--- src/rtl/fft_input_buffer.sv ---
// Ping-pong serial-to-parallel buffer: gathers N complex samples into a frame
// while the other bank is held for the butterfly stage.
module fft_input_buffer #(
  parameter int unsigned DATA_W = 16,
  parameter int unsigned N      = 16
) (
  input  logic                clk,
  input  logic                rst,
  input  logic                in_valid,
  input  logic [DATA_W-1:0]   in_real,
  input  logic [DATA_W-1:0]   in_imag,
  output logic                in_ready,
  output logic                out_valid,
  input  logic                out_ready,
  output logic [N*DATA_W-1:0] out_real,
  output logic [N*DATA_W-1:0] out_imag,
  output logic                overflow
);

  localparam int unsigned CNT_W = $clog2(N);

  logic [1:0]       bank_full;
  logic [1:0]       bank_full_nxt;
  logic             wr_bank;
  logic             rd_bank;
  logic [CNT_W-1:0] wr_cnt;

  logic [DATA_W-1:0] mem_real [2][N];
  logic [DATA_W-1:0] mem_imag [2][N];

  logic accept;
  logic last;
  logic transfer;

  assign in_ready  = ~bank_full[wr_bank];
  assign out_valid = bank_full[rd_bank];
  assign accept    = in_valid & in_ready;
  assign last      = (wr_cnt == CNT_W'(N - 1));
  assign transfer  = out_valid & out_ready;

  // Completion and transfer always target different banks, so both apply.
  always_comb begin
    bank_full_nxt = bank_full;
    if (transfer)
      bank_full_nxt[rd_bank] = 1'b0;
    if (accept && last)
      bank_full_nxt[wr_bank] = 1'b1;
  end

  always_ff @(posedge clk) begin
    if (rst) begin
      bank_full <= 2'b00;
      wr_bank   <= 1'b0;
      rd_bank   <= 1'b0;
      wr_cnt    <= '0;
      overflow  <= 1'b0;
    end else begin
      bank_full <= bank_full_nxt;
      if (in_valid && !in_ready)
        overflow <= 1'b1;
      if (accept) begin
        wr_cnt <= last ? '0 : wr_cnt + CNT_W'(1);
        if (last)
          wr_bank <= ~wr_bank;
      end
      if (transfer)
        rd_bank <= ~rd_bank;
    end
  end

  // Sample storage needs no reset: it is only visible once a bank is FULL.
  always_ff @(posedge clk) begin
    if (accept) begin
      mem_real[wr_bank][wr_cnt] <= in_real;
      mem_imag[wr_bank][wr_cnt] <= in_imag;
    end
  end

  for (genvar k = 0; k < N; k++) begin : g_slot
    assign out_real[k*DATA_W +: DATA_W] = out_valid ? mem_real[rd_bank][k] : '0;
    assign out_imag[k*DATA_W +: DATA_W] = out_valid ? mem_imag[rd_bank][k] : '0;
  end

endmodule

--- config.mk ---
export PLATFORM = sky130hd
export DESIGN_NAME = fft_input_buffer
export DESIGN_NICKNAME = d
export VERILOG_FILES = /design/src/rtl/fft_input_buffer.sv
export SDC_FILE = /design/constraint.sdc
export NUM_CORES = 1
export LEC_CHECK = 0
export CAP_MARGIN = 40
export CORE_ASPECT_RATIO = 0.6
export CORE_MARGIN = 1.5
export CORE_UTILIZATION = 55
export CTS_BUF_LIST = sky130_fd_sc_hd__clkbuf_8
export DETAILED_ROUTE_END_ITERATION = 8
export GPL_ROUTABILITY_DRIVEN = 0
export PLACE_DENSITY = 0.8
export SLEW_MARGIN = 30
export SYNTH_ARGS = -nofsm -noshare
export SYNTH_HDL_FRONTEND = slang
export SYNTH_SLANG_ARGS = --single-unit
--- constraint.sdc ---
create_clock -name clk -period 7.25 [get_ports clk]
set_clock_uncertainty 0.1 [all_clocks]
set_input_delay 1.45 -clock clk [delete_from_list [all_inputs] [get_ports clk]]
set_output_delay 1.45 -clock clk [all_outputs]
set_load 0.05 [all_outputs]
==> qor.txt, run 1 <==
Max-cap violation count -> 0
PD cells -> 224.8 mW/mm2
Synth area leader -> edfxtp_1
Via density -> 5.662
Crit. End Element -> primary output
Worst Reg2Reg Path Length in Cells -> 6
Top Family by Delay on Critical Path -> buffers and inverters
H-Tree Depth -> 4
CP startpoint kind -> flop
Total power -> 11.14 mW
CP Data Required Time -> 5.70 ns
Wire per inst -> 26.32 um
Worst Path Buf+Inv -> 3
Initial antenna violation count -> 3
Post-Syn Area -> 0.03908 mm2
Worst VDD drop -> 0.0001360 V
Worst slew margin -> 36.86%
CTS tree -> done
Distinct cells, synth -> 31
GRT overflow -> 0
Crit-path cells -> buf_12 > buf_12 > mux2i_1 > nor2_1 > clkdlybuf4s50_1
Vias -> 22410
I/O pin cnt -> 551
Worst-Skew Late Latency -> 0.72 ns
Full die area -> 0.07272 mm2
Synthesis-to-layout area growth -> 26.80%
Number of global-route vias before repair -> 21990
WL final -> 104200 um
Clk buf depth -> 3
Post-route setup TNS -> 0 ns
Fraction of layout instances using a drive strength above 1 -> 10.80%
CTS Hold Buffers Added -> 0
Post-detail-place hpwl -> 66710 um
Mapped Cells -> 2264
Root Buffer -> clkbuf_8
CP dominant cell by count -> buf_12
Cell with the most instances after synthesis -> edfxtp_1
Synth top cells by count -> 1024 x edfxtp_1, 545 x nor2_1, 512 x mux2i_1
Critical path depth -> 5
Worst min-delay path category -> reg2reg
Final hold viol count -> 0
Hold path depth -> 2
Register area share after synthesis -> 79.19%
Ys async rst share -> 0%
Gr usage total -> 28.21%
CP max FO -> 92
P_leak -> 15.24 nW
Critical path class -> reg2out
Crit path DAT -> 3.69 ns
Starting DRT DRC Count -> 2847
Synth area leaders -> edfxtp_1 79%, mux2i_1 13%, nor2_1 5.2%
Die Wd -> 347.1 um
Chip Height -> 209.5 um
Synth top area share -> 78.68%
Clk sink count -> 1034
Top FF cell, synth -> edfxtp_1
Nets@finish -> 2959
Worst reg-to-reg setup slack -> 4.01 ns
Clk slew on worst S/H paths -> 0.06 ns
Worst-Margin Slew -> 0.9471 ns
Slowest CP cell -> clkdlybuf4s50_1
Post-CTS setup buffer count -> 0
Flops & latches, synth -> 1034
Slew Viols, Final -> 0
DRC violations left -> 0
PortBufs -> 550
Final period utilization -> 72.24%
Core area -> 0.07010 mm2
Yosys Warn Count -> 0
First-pass GRT wire length -> 146000 um
Post-cts sizing count -> 0
Max Fclk -> 190.9 MHz
RSZ-0062 raised after global routing -> no
EDFF count, synth -> 1024
CP max stage delay -> 0.75 ns
Largest net degree at the start of global routing -> 186
1st-pass router iterations -> 6
Status -> completed
Final ANT Viol Nets -> 0
Syn_area_per_cell -> 17.26 um2
Endpoints failing setup -> 0
Net count after synthesis -> 2304
Num CTS Buffers -> 146
Starting density of the core -> 55.75%
Post-route minimum period -> 5.237 ns
Row cnt -> 75
cell families after synthesis:
kind of cell    after synthesis  share of synthesized area, %
compound gates               16                        0.2465
flops                      1034                         79.19
simple gates                568                         5.619
mux                         515                         13.24
fa+ha+maj                     4                        0.1281
buf+inv                     127                         1.575
metrics by stage:
step | setup slack, ns | utilization [%] | instances | hold slack [ns] | cell area, um2
2_1_floorplan | 3.457 | - | 2264 | 0.4074 | 39080
3_3_place_gp | 2.704 | 64.87 | 3643 | 0.3596 | 45470
3_5_place_dp | 2.626 | 66.59 | 3688 | 0.3944 | 46680
4_1_cts | 1.990 | 70.43 | 3946 | 0.4077 | 49370
5_1_grt | 1.834 | 70.68 | 3953 | 0.4667 | 49540
6_report | 2.013 | 70.69 | 3958 | 0.4446 | 49560
worst reg2reg max path, delay by kind of cell (launching register included):
kind / cells / cell delay, ns
buffers and inverters: 3 / 0.66
flip-flops: 1 / 0.55
AND/OR/NAND/NOR: 2 / 1.23
multiplexers: 1 / 0.39
sequential cells by signal (all words and copies together), names as in the netlist, named ones only:
signal and count:
mem_imag 512, mem_real 512, wr_cnt 4, bank_full 2, overflow 1, rd_bank 1, wr_bank 1
path summary, 6_finish.rpt:
check / startpoint / endpoint
hold reg to reg: overflow / overflow
setup / recovery: flop / out_real[210]
hold / removal: overflow / overflow
setup reg to reg: wr_bank / mem_imag[0][220]
layout by cell type (no fill, tap or decap), types with 22 or more instances in the layout:
master           synthesis  final
edfxtp_1              1024   1024
clkdlybuf4s50_1          0    519
nor2_1                 545    515
mux2i_1                512    512
clkbuf_8                 0    152
inv_1                    8     50
buf_16                   0     43
clkinv_1                 0     37
nor2_4                   0     27
buf_2                  111     25
buf_4                    0     22
where the power goes:
group	switching (mW)	internal (mW)	total [mW]
Sequential	0.00790	6.60	6.60
Combinational	0.203	0.0567	0.260
Clock	2.15	2.13	4.27
Total	2.36	8.78	11.1
per-layer routing:
| layer | wire length (um) | track usage, % |
|---|---|---|
| met5 | 0 | 0 |
| met4 | 2732 | 9.846 |
| met3 | 10930 | 6.488 |
| met2 | 48920 | 43.33 |
| met1 | 41580 | 40.20 |
layout make-up:
| cell class | instances | area (um2) |
|---|---|---|
| well taps | 924 | 1156 |
| diodes | 5 | 12.51 |
| clock inverters | 106 | 600.6 |
| fillers | 4284 | 20540 |
| inverters | 9 | 33.78 |
| flip-flops and latches | 1034 | 30950 |
| clock buffers | 152 | 2092 |
| repair buffers | 625 | 6975 |
| multi-input cells | 1103 | 7731 |
Note: power is estimated with default switching activity, not from simulation.
==> run 2, diff against run 1 <==
Settings changed: CORE_UTILIZATION 55 to 51, PLACE_DENSITY 0.8 to 0.78.
Clock period 7.25 ns to 4.8 ns, I/O delays scaled along.
==> qor.txt, run 2 (same netlist as run 1, synthesis figures left out) <==
Status -> completed
Wire per inst -> 25.92 um (-1.5%)
Hold path depth -> 2 (unchanged)
Post-cts sizing count -> 0 (unchanged)
CP startpoint kind -> flop
Post-route setup TNS -> 0 ns (unchanged)
Clk slew on worst S/H paths -> 0.06 ns (about the same)
Hold WS -> 0.4202 ns (-0.02442 ns)
Crit path DAT -> 3.38 ns (-0.31 ns)
Initial antenna violation count -> 11 (+8)
Worst min-delay path category -> reg2reg
Crit. End Element -> primary output
CP max FO -> 150 (+63%)
Endpoints failing setup -> 0 (unchanged)
Vias -> 22380 (-0.12%)
Worst R2R End -> mem_imag[0][153]
WL final -> 104600 um (+0.39%)
WL met2 -> 49270 um (+0.72%)
Placed insts -> 3779 (+2.5%)
Starting DRT DRC Count -> 2770 (-2.7%)
Max-cap violation count -> 0 (unchanged)
Post-CTS setup buffer count -> 0 (unchanged)
Clk sink count -> 1034 (unchanged)
H-Tree Depth -> 4 (unchanged)
Hold Path Origin -> overflow
Via density -> 5.549 (-2.0%)
Root Buffer -> clkbuf_8
Chip Height -> 217.4 um (+3.8%)
Worst-Skew Late Latency -> 0.78 ns (+0.06 ns)
Final period utilization -> 92.51%
1st-pass router iterations -> 6 (unchanged)
Number of global-route vias before repair -> 22270 (+1.3%)
CTS Hold Buffers Added -> 0 (unchanged)
GRT overflow -> 0 (unchanged)
I/O pin cnt -> 551 (unchanged)
Largest net degree at the start of global routing -> 210 (+13%)
FF-to-FF Start -> wr_bank
Row cnt -> 78 (+4.0%)
Finished Layout Cells -> 4034 (+1.9%)
Fraction of layout instances using a drive strength above 1 -> 11.18% (+0.38 points)
Critical path class -> reg2out
Max Fclk -> 225.2 MHz
Hold endpoint -> overflow
Worst VDD drop -> 0.0002205 V (+62%)
Nets@finish -> 2973 (+0.47%)
PD cells -> 334.2 mW/mm2 (+49%)
CTS tree -> done
Fillers -> 5013 (+17%)
Slew Viols, Final -> 0 (unchanged)
DR top layer -> met4
Post-route minimum period -> 4.440 ns
Most common cell after layout, fill and taps aside -> edfxtp_1
Worst reg-to-reg setup slack -> 1.85 ns (-2.16 ns)
WL met1 -> 41850 um (+0.64%)
Synthesis-to-layout area growth -> 26.90% (about the same)
Full die area -> 0.07835 mm2 (+7.8%)
Clk buf depth -> 3 (unchanged)
RSZ-0062 raised after global routing -> no
Worst-Margin Slew -> 0.9795 ns (+0.03236 ns)
Die Wd -> 360.4 um (+3.8%)
Post-detail-place hpwl -> 69060 um (+3.5%)
CP Data Required Time -> 3.74 ns (-1.96 ns)
Biggest regs -> mem_imag: 512 flops, mem_real: 512 flops, wr_cnt: 4 flops
Worst slew margin -> 34.70% (-2.2 points)
Gr usage total -> 26.40% (-1.8 points)
First-pass GRT wire length -> 147500 um (+1.0%)
Starting density of the core -> 51.60% (-4.1 points)
PortBufs -> 550 (unchanged)
Met3 Wirelength -> 11620 um (+6.4%)
Final hold viol count -> 0 (unchanged)
Total power -> 16.57 mW (+49%)
Final ANT Viol Nets -> 0 (unchanged)
Most frequent cells in the layout -> 1024 x edfxtp_1, 518 x clkdlybuf4s50_1, 515 x nor2_1
Worst Reg2Reg Path Length in Cells -> 6 (unchanged)
P_leak -> 15.29 nW (+0.31%)
Num CTS Buffers -> 148 (+1.4%)
DRC violations left -> 0 (unchanged)
Core area -> 0.07573 mm2 (+8.0%)
-- run 2: critical path, cell delays in order (launching register included) --
cell and delay (ns):
dfxtp_1 0.47, mux2i_4 0.32, buf_4 0.29, buf_12 0.43, nor2_1 0.21, clkdlybuf4s50_1 0.75
-- run 2: through the flow --
step                utilization (%)  setup slack (ns)  instance area, um2
finish                        65.48            0.3597               49590
global route                  65.48            0.1603               49590
CTS                           65.34            0.3258               49480
detailed placement            61.96             1.178               46930
global placement              60.38            0.9373               45730
floorplan                         -             1.497               39080
-- run 2: area by class of cell --
| cell class | count | area [um2] | area share, % |
|---|---|---|---|
| clock inverters | 95 | 421.7 | 0.8502 |
| inverters | 9 | 33.78 | 0.06812 |
| flip-flops and latches | 1034 | 30950 | 62.42 |
| diodes | 1 | 2.502 | 0.005046 |
| clock buffers | 155 | 2133 | 4.302 |
| multi-input cells | 1103 | 7711 | 15.55 |
| repair buffers | 637 | 7086 | 14.29 |
| well taps | 1000 | 1251 | 2.523 |
-- run 2: worst max path at each step --
stage / from / endpoint / depth (start not counted)
6_report: rd_bank / out_real[52] / 5
5_1_grt: rd_bank / out_real[53] / 5
4_1_cts: rd_bank / out_real[52] / 5
3_5_place_dp: in_valid / mem_real[1][154] / 5
3_3_place_gp: in_valid / mem_imag[0][91] / 3
2_1_floorplan: in_valid / mem_imag[1][112] / 3
-- run 2: metal layers --
metal  vias up  global-route usage (%)
met3       124                   6.278
met4         0                   7.412
li1       9770                       -
met1     11200                   37.66
met5         -                       0
met2      1287                   41.02
-- run 2: report_power, final --
part	total (mW)	switching, mW	leakage (nW)	internal, mW
clock network	6.19	3.21	1.49	2.98
logic	0.410	0.311	4.50	0.0983
registers	9.98	0.0116	9.31	9.96
